==> src/rtl/multicycle_ctrl_pkg.sv <==
// Shared definitions for the multi-cycle controller: opcode constants, ALU
// function codes, immediate-extension encodings, FSM states and the
// instruction classes produced by the opcode decoder.
package multicycle_ctrl_pkg;

  // Opcode field Instr[31:26]
  localparam logic [5:0] OP_RTYPE = 6'b100000;
  localparam logic [5:0] OP_ADDI  = 6'b110000;
  localparam logic [5:0] OP_ANDI  = 6'b110010;
  localparam logic [5:0] OP_ORI   = 6'b110011;
  localparam logic [5:0] OP_LI    = 6'b111000;
  localparam logic [5:0] OP_LUI   = 6'b111001;
  localparam logic [5:0] OP_BEQ   = 6'b000000;
  localparam logic [5:0] OP_BNE   = 6'b000001;
  localparam logic [5:0] OP_B     = 6'b111111;
  localparam logic [5:0] OP_LB    = 6'b000011;
  localparam logic [5:0] OP_LW    = 6'b001111;
  localparam logic [5:0] OP_SB    = 6'b000111;
  localparam logic [5:0] OP_SW    = 6'b011111;

  // ALU function codes understood by the datapath ALU
  localparam logic [3:0] ALU_ADD = 4'b0000;
  localparam logic [3:0] ALU_SUB = 4'b0001;
  localparam logic [3:0] ALU_AND = 4'b0010;
  localparam logic [3:0] ALU_OR  = 4'b0011;

  // Immediate extension modes driven to the immediate unit
  localparam logic [1:0] IMM_SEXT    = 2'b00;
  localparam logic [1:0] IMM_ZEXT    = 2'b01;
  localparam logic [1:0] IMM_SHL16   = 2'b10;
  localparam logic [1:0] IMM_SEXT_S2 = 2'b11;

  // Controller states, 4-bit binary encoding
  typedef enum logic [3:0] {
    S_RESET    = 4'd0,
    S_FETCH    = 4'd1,
    S_DECODE   = 4'd2,
    S_EXEC_R   = 4'd3,
    S_EXEC_I   = 4'd4,
    S_BRANCH   = 4'd5,
    S_JUMP     = 4'd6,
    S_MEM_ADDR = 4'd7,
    S_MEM_RD   = 4'd8,
    S_WB_MEM   = 4'd9,
    S_MEM_WR   = 4'd10,
    S_WB_ALU   = 4'd11
  } state_e;

  // Instruction classes; each class selects one execution path of the FSM
  typedef enum logic [2:0] {
    CL_ILLEGAL = 3'd0,
    CL_RTYPE   = 3'd1,
    CL_ITYPE   = 3'd2,
    CL_BRANCH  = 3'd3,
    CL_JUMP    = 3'd4,
    CL_LOAD    = 3'd5,
    CL_STORE   = 3'd6
  } class_e;

  // beq takes the branch on Zero, bne on its complement
  function automatic logic branchTaken(input logic isBne, input logic zero);
    return zero ^ isBne;
  endfunction

endpackage

==> src/rtl/multicycle_ctrl_if.sv <==
// Control bus between the multi-cycle controller and the datapath.
// The controller is the master: it consumes the fetched opcode, the ALU
// Zero flag and the stall request, and drives every datapath control line.
interface multicycle_ctrl_if #(
  parameter int FUNC_W = 4
);

  logic [5:0]        Opcode;
  logic [3:0]        Func;
  logic              Zero;
  logic              Stall;
  logic              PC_sel;
  logic              PC_LdEn;
  logic              IR_LdEn;
  logic              RF_WrEn;
  logic              RF_WrData_sel;
  logic              RF_B_sel;
  logic              ALU_Bin_sel;
  logic [FUNC_W-1:0] ALU_func;
  logic [1:0]        ImmExt;
  logic              MEM_WrEn;
  logic              ByteOp;
  logic              Illegal;

  modport master (
    input  Opcode, Func, Zero, Stall,
    output PC_sel, PC_LdEn, IR_LdEn, RF_WrEn, RF_WrData_sel, RF_B_sel,
           ALU_Bin_sel, ALU_func, ImmExt, MEM_WrEn, ByteOp, Illegal
  );

  modport slave (
    output Opcode, Func, Zero, Stall,
    input  PC_sel, PC_LdEn, IR_LdEn, RF_WrEn, RF_WrData_sel, RF_B_sel,
           ALU_Bin_sel, ALU_func, ImmExt, MEM_WrEn, ByteOp, Illegal
  );

endinterface

==> src/rtl/multicycle_ctrl_decode.sv <==
// Combinational opcode decoder: maps Opcode/Func to the instruction class
// and to the ALU function, immediate mode and access size that the class's
// execution states will drive.
module multicycle_ctrl_decode
  import multicycle_ctrl_pkg::*;
#(
  parameter int FUNC_W = 4
) (
  input  logic [5:0]        i_opcode,
  input  logic [3:0]        i_func,
  output class_e            o_class,
  output logic              o_isBne,
  output logic [FUNC_W-1:0] o_aluFunc,
  output logic [1:0]        o_immExt,
  output logic              o_byteOp
);

  // Unknown opcodes fall through to CL_ILLEGAL with neutral controls
  always_comb begin
    o_class   = CL_ILLEGAL;
    o_isBne   = 1'b0;
    o_aluFunc = FUNC_W'(ALU_ADD);
    o_immExt  = IMM_SEXT;
    o_byteOp  = 1'b0;
    case (i_opcode)
      OP_RTYPE: begin
        o_class   = CL_RTYPE;
        o_aluFunc = FUNC_W'(i_func);
      end
      OP_ADDI, OP_LI: begin
        o_class = CL_ITYPE;
      end
      OP_ANDI: begin
        o_class   = CL_ITYPE;
        o_aluFunc = FUNC_W'(ALU_AND);
        o_immExt  = IMM_ZEXT;
      end
      OP_ORI: begin
        o_class   = CL_ITYPE;
        o_aluFunc = FUNC_W'(ALU_OR);
        o_immExt  = IMM_ZEXT;
      end
      OP_LUI: begin
        o_class  = CL_ITYPE;
        o_immExt = IMM_SHL16;
      end
      OP_BEQ, OP_BNE: begin
        o_class   = CL_BRANCH;
        o_isBne   = (i_opcode == OP_BNE);
        o_aluFunc = FUNC_W'(ALU_SUB);
        o_immExt  = IMM_SEXT_S2;
      end
      OP_B: begin
        o_class  = CL_JUMP;
        o_immExt = IMM_SEXT_S2;
      end
      OP_LB, OP_LW: begin
        o_class  = CL_LOAD;
        o_byteOp = (i_opcode == OP_LB);
      end
      OP_SB, OP_SW: begin
        o_class  = CL_STORE;
        o_byteOp = (i_opcode == OP_SB);
      end
      default: begin
        o_class = CL_ILLEGAL;
      end
    endcase
  end

endmodule

==> src/rtl/multicycle_ctrl.sv <==
// Multi-cycle fetch/execute controller. The state register and the
// per-instruction decode results captured in S_DECODE live here; control
// lines are decoded from the registered state. Stall freezes the state and
// masks every write/load enable while leaving the mux selects untouched.
module multicycle_ctrl
  import multicycle_ctrl_pkg::*;
#(
  parameter int FUNC_W = 4
) (
  input  logic               clk,
  input  logic               rst,
  multicycle_ctrl_if.master  bus
);

  state_e            r_state;
  class_e            r_class;
  logic              r_isBne;
  logic [FUNC_W-1:0] r_aluFunc;
  logic [1:0]        r_immExt;
  logic              r_byteOp;

  class_e            w_class;
  logic              w_isBne;
  logic [FUNC_W-1:0] w_aluFunc;
  logic [1:0]        w_immExt;
  logic              w_byteOp;

  logic w_pcSel;
  logic w_pcLdEn;
  logic w_irLdEn;
  logic w_rfWrEn;
  logic w_rfWrDataSel;
  logic w_rfBSel;
  logic w_aluBinSel;
  logic w_memWrEn;
  logic w_byteOpOut;
  logic w_illegal;

  multicycle_ctrl_decode #(
    .FUNC_W (FUNC_W)
  ) u_decode (
    .i_opcode  (bus.Opcode),
    .i_func    (bus.Func),
    .o_class   (w_class),
    .o_isBne   (w_isBne),
    .o_aluFunc (w_aluFunc),
    .o_immExt  (w_immExt),
    .o_byteOp  (w_byteOp)
  );

  // State sequencing plus capture of the decoded instruction in S_DECODE;
  // nothing advances while Stall is high
  always_ff @(posedge clk or posedge rst) begin
    if (rst) begin
      r_state   <= S_RESET;
      r_class   <= CL_ILLEGAL;
      r_isBne   <= 1'b0;
      r_aluFunc <= '0;
      r_immExt  <= IMM_SEXT;
      r_byteOp  <= 1'b0;
    end else if (!bus.Stall) begin
      case (r_state)
        S_RESET:  r_state <= S_FETCH;
        S_FETCH:  r_state <= S_DECODE;
        S_DECODE: begin
          r_class   <= w_class;
          r_isBne   <= w_isBne;
          r_aluFunc <= w_aluFunc;
          r_immExt  <= w_immExt;
          r_byteOp  <= w_byteOp;
          case (w_class)
            CL_RTYPE:  r_state <= S_EXEC_R;
            CL_ITYPE:  r_state <= S_EXEC_I;
            CL_BRANCH: r_state <= S_BRANCH;
            CL_JUMP:   r_state <= S_JUMP;
            CL_LOAD,
            CL_STORE:  r_state <= S_MEM_ADDR;
            default:   r_state <= S_FETCH;
          endcase
        end
        S_EXEC_R,
        S_EXEC_I:   r_state <= S_WB_ALU;
        S_MEM_ADDR: r_state <= (r_class == CL_LOAD) ? S_MEM_RD : S_MEM_WR;
        S_MEM_RD:   r_state <= S_WB_MEM;
        default:    r_state <= S_FETCH;
      endcase
    end
  end

  // Per-state control decode; the only live inputs used are the opcode in
  // S_DECODE (to flag an illegal instruction) and Zero in S_BRANCH
  always_comb begin
    w_pcSel       = 1'b0;
    w_pcLdEn      = 1'b0;
    w_irLdEn      = 1'b0;
    w_rfWrEn      = 1'b0;
    w_rfWrDataSel = 1'b0;
    w_rfBSel      = 1'b0;
    w_aluBinSel   = 1'b0;
    w_memWrEn     = 1'b0;
    w_byteOpOut   = 1'b0;
    w_illegal     = 1'b0;
    case (r_state)
      S_DECODE: begin
        w_irLdEn = 1'b1;
        if (w_class == CL_ILLEGAL) begin
          w_illegal = 1'b1;
          w_pcLdEn  = 1'b1;
        end
      end
      S_EXEC_I,
      S_MEM_ADDR: w_aluBinSel = 1'b1;
      S_WB_ALU: begin
        w_rfWrEn = 1'b1;
        w_pcLdEn = 1'b1;
        w_rfBSel = (r_class == CL_ITYPE);
      end
      S_BRANCH: begin
        w_rfBSel = 1'b1;
        w_pcLdEn = 1'b1;
        w_pcSel  = branchTaken(r_isBne, bus.Zero);
      end
      S_JUMP: begin
        w_pcLdEn = 1'b1;
        w_pcSel  = 1'b1;
      end
      S_MEM_RD: w_byteOpOut = r_byteOp;
      S_WB_MEM: begin
        w_rfWrEn      = 1'b1;
        w_rfWrDataSel = 1'b1;
        w_pcLdEn      = 1'b1;
      end
      S_MEM_WR: begin
        w_memWrEn   = 1'b1;
        w_rfBSel    = 1'b1;
        w_pcLdEn    = 1'b1;
        w_byteOpOut = r_byteOp;
      end
      default: begin
        w_pcSel = 1'b0;
      end
    endcase
  end

  // Stall masks the enables only; selects keep steering the held operation
  always_comb begin
    bus.PC_LdEn       = w_pcLdEn  & ~bus.Stall;
    bus.IR_LdEn       = w_irLdEn  & ~bus.Stall;
    bus.RF_WrEn       = w_rfWrEn  & ~bus.Stall;
    bus.MEM_WrEn      = w_memWrEn & ~bus.Stall;
    bus.Illegal       = w_illegal & ~bus.Stall;
    bus.PC_sel        = w_pcSel;
    bus.RF_WrData_sel = w_rfWrDataSel;
    bus.RF_B_sel      = w_rfBSel;
    bus.ALU_Bin_sel   = w_aluBinSel;
    bus.ByteOp        = w_byteOpOut;
    bus.ALU_func      = r_aluFunc;
    bus.ImmExt        = r_immExt;
  end

endmodule

==> src/flat_wrapper.sv <==
// flat-port wrapper written by rule: the top's interface ports become plain ports
module multicycle_ctrl_flat import multicycle_ctrl_pkg::*;
#(
  parameter int FUNC_W = 4
)
  (clk, rst, bus_Opcode, bus_Func, bus_Zero, bus_Stall, bus_PC_sel, bus_PC_LdEn, bus_IR_LdEn, bus_RF_WrEn, bus_RF_WrData_sel, bus_RF_B_sel, bus_ALU_Bin_sel, bus_ALU_func, bus_ImmExt, bus_MEM_WrEn, bus_ByteOp, bus_Illegal);
  multicycle_ctrl_if #(.FUNC_W(FUNC_W)) bus_i ();
  input  logic clk;
  input  logic rst;
  input wire logic [$bits(bus_i.Opcode)-1:0] bus_Opcode;
  input wire logic [$bits(bus_i.Func)-1:0] bus_Func;
  input wire logic [$bits(bus_i.Zero)-1:0] bus_Zero;
  input wire logic [$bits(bus_i.Stall)-1:0] bus_Stall;
  output wire logic [$bits(bus_i.PC_sel)-1:0] bus_PC_sel;
  output wire logic [$bits(bus_i.PC_LdEn)-1:0] bus_PC_LdEn;
  output wire logic [$bits(bus_i.IR_LdEn)-1:0] bus_IR_LdEn;
  output wire logic [$bits(bus_i.RF_WrEn)-1:0] bus_RF_WrEn;
  output wire logic [$bits(bus_i.RF_WrData_sel)-1:0] bus_RF_WrData_sel;
  output wire logic [$bits(bus_i.RF_B_sel)-1:0] bus_RF_B_sel;
  output wire logic [$bits(bus_i.ALU_Bin_sel)-1:0] bus_ALU_Bin_sel;
  output wire logic [$bits(bus_i.ALU_func)-1:0] bus_ALU_func;
  output wire logic [$bits(bus_i.ImmExt)-1:0] bus_ImmExt;
  output wire logic [$bits(bus_i.MEM_WrEn)-1:0] bus_MEM_WrEn;
  output wire logic [$bits(bus_i.ByteOp)-1:0] bus_ByteOp;
  output wire logic [$bits(bus_i.Illegal)-1:0] bus_Illegal;
  assign bus_i.Opcode = bus_Opcode;
  assign bus_i.Func = bus_Func;
  assign bus_i.Zero = bus_Zero;
  assign bus_i.Stall = bus_Stall;
  assign bus_PC_sel = bus_i.PC_sel;
  assign bus_PC_LdEn = bus_i.PC_LdEn;
  assign bus_IR_LdEn = bus_i.IR_LdEn;
  assign bus_RF_WrEn = bus_i.RF_WrEn;
  assign bus_RF_WrData_sel = bus_i.RF_WrData_sel;
  assign bus_RF_B_sel = bus_i.RF_B_sel;
  assign bus_ALU_Bin_sel = bus_i.ALU_Bin_sel;
  assign bus_ALU_func = bus_i.ALU_func;
  assign bus_ImmExt = bus_i.ImmExt;
  assign bus_MEM_WrEn = bus_i.MEM_WrEn;
  assign bus_ByteOp = bus_i.ByteOp;
  assign bus_Illegal = bus_i.Illegal;
  multicycle_ctrl #(.FUNC_W(FUNC_W)) u_core (.clk(clk), .rst(rst), .bus(bus_i));
endmodule
==> config.mk <==
export PLATFORM = sky130hd
export DESIGN_NAME = multicycle_ctrl_flat
export DESIGN_NICKNAME = d
export VERILOG_FILES = /design/src/rtl/multicycle_ctrl_pkg.sv /design/src/rtl/multicycle_ctrl_if.sv /design/src/rtl/multicycle_ctrl_decode.sv /design/src/rtl/multicycle_ctrl.sv /design/src/flat_wrapper.sv
export SDC_FILE = /design/constraint.sdc
export NUM_CORES = 1
export LEC_CHECK = 0
export BUFFER_PORTS_ARGS = -buffer_cell sky130_fd_sc_hd__buf_4
export CORE_MARGIN = 4
export CORE_UTILIZATION = 49
export CTS_BUF_LIST = sky130_fd_sc_hd__clkbuf_8
export DETAILED_ROUTE_END_ITERATION = 10
export HOLD_SLACK_MARGIN = 0.1
export PLACE_DENSITY_LB_ADDON = 0.2
export SLEW_MARGIN = 20
export SYNTH_ARGS = -nofsm -noshare
export SYNTH_HDL_FRONTEND = slang
export SYNTH_SLANG_ARGS = --single-unit
==> constraint.sdc <==
create_clock -name clk -period 1.8 [get_ports clk]
set_input_delay 0.36 -clock clk [delete_from_list [all_inputs] [get_ports clk]]
set_output_delay 0.36 -clock clk [all_outputs]
set_load 0.005 [all_outputs]
==> metrics.csv, run 1 <==
metric;value;unit
final_area;1700;um2
reg2reg_depth;5;
hp-class;in2async;
synth_top_flop_cell;dfrtp_1;
p_comb_frac;0.528;
seqPwrFrac;0.308;
grt_overflow_total;0;
ys_warn_count;0;
max_freq;515;MHz
cts-hold-fix-buffers;0;
leakage;0.832;nW
slew_viol_final;0;
p_sw;0.000659;W
async_flop_share;1.00;
synth.distinct_cells;45;
rsz0062_at_grt;true;
swShare;0.384;
portBuffers;29;
cts_tree;built;
dpl_cell_area;1610;um2
setup_tns;-0.400;ns
first_iter_violations;32;
synth_area_leaders;dfrtp_1 33%, nand2_1 6.2%, o21ai_0 5.6%;
whs;0.180;ns
grt_usage;0.221;
synth_adder_area_share;0;
cts_root_buf;clkbuf_8;
worstMarginPinSlew;0.607;ns
cts_max_level;1;
synthXorXnorAreaFrac;0.0228;
syn_nets;160;
finalCritPeriodShare;1.08;
worst-path-max-fanout;3;
total_power;0.00172;W
synth_compound_area_frac;0.298;
yosysSeqAreaShare;0.325;
vias;1300;
diodes;0;
first_pass_iters;4;
synth_top_area_share;0.325;
drc_errors;0;
grt_pass1_vias;1210;
dpl.hpwl;2.74;mm
relSlewSlack;0.595;
routed_via_density;5.65;
endpoint_kind;output port;
finalHoldViolCount;0;
dieArea;3200;um2
synth_mux_area_frac;0.00867;
die_h;56.5;um
grt_antenna_before_repair;0;
synth_area_leader_cell;dfrtp_1;
nNetsFinal;217;
max-cap-violations;0;
clk_pin_slew;0.07;ns
synthSimpleGateAreaFrac;0.275;
status;finished, violations left;
io_pins;30;
grt_pass1_wl;5.60;mm
intPower;0.00106;W
ant_nets;0;
coreArea;2230;um2
place_congestion;0.834;
clockBufferDepth;2;
synth_cells;146;
period_minus_slack;1.94;ns
avgRoutedWirePerCell;15.1;um
clock_latency;0.25;ns
arrival;1.58;ns
die_x;56.5;um
p_clk_frac;0.164;
cp.required;1.44;ns
peakVddDrop;0.000814;V
synth-edff-count;0;
cts.sinks;15;
startpoint_type;register;
dp_slack;-0.112;ns
grt_max_degree;16;
violations;negative setup slack;
drive_gt1_frac;0.366;
powerDensity;1010;nW/um2
routed_wl;3.46;mm
row_count;17;
crit_type;reg2out;
start_util;0.517;
synth-seq-cells;15;
setup_slack;-0.143;ns
synthesis.area;1150;um2
numCtsBuffers;3;
syn2layout_area_growth;46.9;%
avgSynthCellArea;7.91;um2
finalClockSkew;0.00171;ns
synth_top_family_by_area;compound AO/OA/AOI/OAI gates;
setup_viol;3;
-- per-stage QoR --
step	std cells	utilization
final	230	0.760
after detailed placement	224	0.719
after floorplan	146	-
after global placement	224	0.719
after CTS	230	0.747
after global routing	230	0.760
-- synthesized netlist by cell type (2+ instances only) --
| master | number |
|---|---|
| a32o_1 | 3 |
| and3_1 | 3 |
| o21ai_1 | 3 |
| dfrtp_1 | 15 |
| nor3_1 | 6 |
| nor2b_1 | 6 |
| or3_1 | 3 |
| nor3b_1 | 3 |
| nand2_1 | 19 |
| clkbuf_1 | 5 |
| a21oi_1 | 8 |
| inv_1 | 6 |
| a21o_1 | 2 |
| buf_2 | 5 |
| o21ai_0 | 13 |
| a22o_1 | 2 |
| and2_1 | 4 |
| o31ai_1 | 3 |
| nor2_1 | 7 |
| a211oi_1 | 4 |
| xor2_1 | 2 |
-- layout make-up --
type	count	area [um2]
clock buffers	3	41.3
clock inverters	1	3.75
fillers	158	537
inverters	7	28.8
multi-input cells	113	722
flip-flops and latches	15	377
well taps	28	35.0
repair buffers	63	489
-- logic make-up (layout without fill, tap and decap cells) --
family | Yosys count | after routing
compound gates | 50 | 50
xor+xnor | 3 | 3
buf+inv | 18 | 74
flops | 15 | 15
mux | 1 | 1
simple gates | 59 | 59
-- power by group through the flow --
stage                     clock network [W]  logic, W  registers [W]
after global placement                    0  0.000805       0.000524
after detailed placement                  0  0.000831       0.000533
after CTS                          0.000281  0.000865       0.000525
final                              0.000282  0.000906       0.000529
after floorplan                           0  0.000498       0.000501
after global routing               0.000300  0.000985       0.000541
-- flip-flops by register name, indices dropped and copies added, names as in the netlist --
name	count
u_core.r_byteOp	1
u_core.bus.ALU_func	4
u_core.r_class	3
u_core.r_isBne	1
u_core.r_state	4
u_core.bus.ImmExt	2
-- cells in the final DEF, fill, tap and decap left out, types with 4 or more instances in the layout --
master    netlist  layout
nor2_1          7       7
nand2_1        19      19
nor2b_1         6       6
inv_1           6       7
buf_4           0      61
and2_1          4       4
nor3_1          6       6
a21oi_1         8       8
dfrtp_1        15      14
o21ai_0        13      13
a211oi_1        4       4
-- path summary, 6_finish.rpt --
check | start | to | slack [ns]
setup / recovery | u_core.r_state[0] | bus_Illegal | -0.14
hold / removal | rst | u_core.bus.ALU_func[2] | 0.18
setup reg to reg | u_core.r_state[0] | u_core.r_class[2] | 0.04
hold reg to reg | u_core.r_isBne | u_core.r_isBne | 0.49
max in group asynchronous | rst | u_core.r_state[1] | 1.19
min in group clk | bus_Func[2] | u_core.bus.ALU_func[2] | 0.32
-- repair_timing --
action,CTS,global route
endpoints found under the setup margin,3,7
pin swaps,0,1
resized for setup,2,5
setup buffers,2,0
cloned,0,0
-- routing by layer --
layer  part of all wire  global-route usage  up-vias
met2               0.46               0.342       36
met3              0.044              0.0345        4
met5                  0                   0        -
met4             0.0089              0.0644        0
met1               0.48               0.315      619
li1                   -                   -      641
-- worst max-delay path: stages, from the launching register on --
cell	delay, ns
dfrtp_1	0.40
nand2b_4	0.15
or4_4	0.45
inv_4	0.09
and3_1	0.14
buf_4	0.10
Note: power is estimated with default switching activity, not from simulation.
==> run 2: changes to the inputs <==
--- a/config.mk
+++ b/config.mk
@@ -7,7 +7,7 @@
 export LEC_CHECK = 0
 export BUFFER_PORTS_ARGS = -buffer_cell sky130_fd_sc_hd__buf_4
 export CORE_MARGIN = 4
-export CORE_UTILIZATION = 49
+export CORE_UTILIZATION = 50
 export CTS_BUF_LIST = sky130_fd_sc_hd__clkbuf_8
 export DETAILED_ROUTE_END_ITERATION = 10
 export HOLD_SLACK_MARGIN = 0.1
@@ -15,4 +15,5 @@
 export SLEW_MARGIN = 20
 export SYNTH_ARGS = -nofsm -noshare
 export SYNTH_HDL_FRONTEND = slang
+export SYNTH_HIERARCHICAL = 1
 export SYNTH_SLANG_ARGS = --single-unit
==> metrics.csv, run 2 <==
metric;value;unit
violations;negative setup slack;
startpoint_type;input pin;
synth_cells;134;
yosysSeqAreaShare;0.308;
nNetsFinal;200;
portBuffers;29;
synth-edff-count;0;
synthesis.area;1220;um2
coreArea;2280;um2
first_iter_violations;34;
reg2reg_depth;5;
grt_max_degree;16;
numCtsBuffers;3;
async_flop_share;1.00;
die_h;57.4;um
relSlewSlack;0.598;
syn_nets;148;
leakage;0.864;nW
synth.most_common_cell;dfrtp_1;
clk_pin_slew;0.07;ns
max_freq;512;MHz
die_x;57.4;um
place_congestion;0.869;
cts_tree;built;
period_minus_slack;1.95;ns
setup_slack;-0.155;ns
routed_wl;3.43;mm
max-cap-violations;0;
grt_pass1_wl;5.25;mm
slew_viol_final;0;
dp_slack;-0.225;ns
total_power;0.00175;W
final_cell_mix;52 x buf_4, 15 x dfrtp_1, 11 x nand2_1;
grt_pass1_vias;1222;
hp-class;in2async;
io_pins;30;
status;finished, violations left;
synth.distinct_cells;48;
start_util;0.536;
synth-seq-cells;15;
cts_root_buf;clkbuf_8;
row_count;17;
grt_antenna_before_repair;0;
setup_viol;2;
arrival;1.59;ns
dieArea;3290;um2
finalHoldViolCount;0;
mostFrequentLayoutCell;buf_4;
vias;1200;
drive_gt1_frac;0.514;
grt_usage;0.199;
synth_area_leader_cell;dfrtp_1;
cts_max_level;1;
worstMarginPinSlew;0.602;ns
timing.rr.start;u_core/r_state[2];
grt_overflow_total;0;
routed_via_density;5.63;
dpl.hpwl;2.30;mm
ys_warn_count;6;
rsz0062_at_grt;true;
cts.sinks;15;
endpoint_kind;output port;
placed_cells;200;
r2r-end;u_core/bus.ImmExt[1];
crit_path_start;bus_Opcode[2];
synth_area_leaders;dfrtp_1 31%, mux2_4 8.6%, mux2_2 3.7%;
finalCritPeriodShare;1.09;
crit_type;in2out;
cp.required;1.44;ns
reg2reg_slack;0.05;ns
ant_nets;0;
synth_top_flop_cell;dfrtp_1;
avgRoutedWirePerCell;16.1;um
avgSynthCellArea;9.10;um2
ys_top_cells_by_count;15 x dfrtp_1, 11 x nand2_1, 8 x o21ai_0;
final_cells;213;
peakVddDrop;0.000773;V
cts-hold-fix-buffers;0;
worst-path-max-fanout;3;
n_fill_cell;159;
finalClockSkew;0.00313;ns
synth_top_area_share;0.308;
diodes;0;
clock_latency;0.25;ns
worstSetupEndpoint;bus_PC_LdEn;
powerDensity;985;nW/um2
first_pass_iters;4;
syn2layout_area_growth;45.2;%
clockBufferDepth;2;
drc_errors;0;
==> run 2: changes by cell type after synthesis, moves of 4 or more <==
cell     before  now
nand2_1      19   11
mux2_4        0    7
o21ai_0      13    8
mux2_2        0    4
==> run 2: cell families after synthesis <==
group                  Yosys count  synth area share
AO/OA/AOI/OAI                   31             0.173
flip-flops                      15             0.308
multiplexers                    13             0.139
buffers and inverters           19            0.0985
XOR/XNOR                         5            0.0359
AND/OR/NAND/NOR                 51             0.245
==> run 2: worst min path at each step <==
stage	start	end
after detailed placement	rst	u_core/r_state[2]
after CTS	rst	u_core/r_state[2]
after global placement	rst	u_core/r_state[2]
final	rst	u_core/r_class[1]
after global routing	rst	u_core/r_class[1]
after floorplan	rst	u_core/bus.ALU_func[0]
==> run 2: cell type report <==
cell class              instances  area, um2  area share
well taps                      28       35.0      0.0198
flip-flops and latches         15        375       0.212
clock buffers                   3       41.3      0.0233
repair buffers                 60        480       0.271
multi-input cells             100        812       0.458
inverters                       6       22.5      0.0127
clock inverters                 1       5.00     0.00282
==> run 2: worst max-delay path, cell delays in order <==
cell,delay (ns)
buf_6,0.09
buf_6,0.11
nand2b_1,0.17
o221ai_1,0.22
a31o_1,0.24
nor3_2,0.07
o21ai_1,0.12
a21oi_1,0.07
buf_4,0.13
==> run 2: stage by stage <==
| step | TNS (ns) | hold WS, ns | area (um2) | util |
|---|---|---|---|---|
| after global routing | -0.447 | 0.241 | 1770 | 0.778 |
| after global placement | -0.458 | 0.459 | 1570 | 0.688 |
| after detailed placement | -0.654 | 0.465 | 1570 | 0.688 |
| final | -0.244 | 0.183 | 1770 | 0.778 |
| after CTS | -0.233 | 0.197 | 1700 | 0.745 |
| after floorplan | 0 | 0.261 | 1250 | - |
==> run 2: power by group <==
group          leakage (nW)  switching (W)  internal (W)
Combinational         0.639       0.000457      0.000505
Clock                0.0255       0.000126      0.000153
Sequential            0.200      0.0000698      0.000435
Total                 0.864       0.000653       0.00109
==> run 2: layer usage <==
metal	GRT usage	routed length [um]	share of wire
met4	0.0795	97	0.028
met2	0.376	1880	0.55
met1	0.209	1270	0.37
met3	0.0430	178	0.052
met5	0	0	0
==> run 2: repair_timing <==
action | CTS | global route
buffers inserted | 7 | 2
resized for setup | 8 | 15
pin swaps | 7 | 5
setup endpoints to repair | 3 | 11
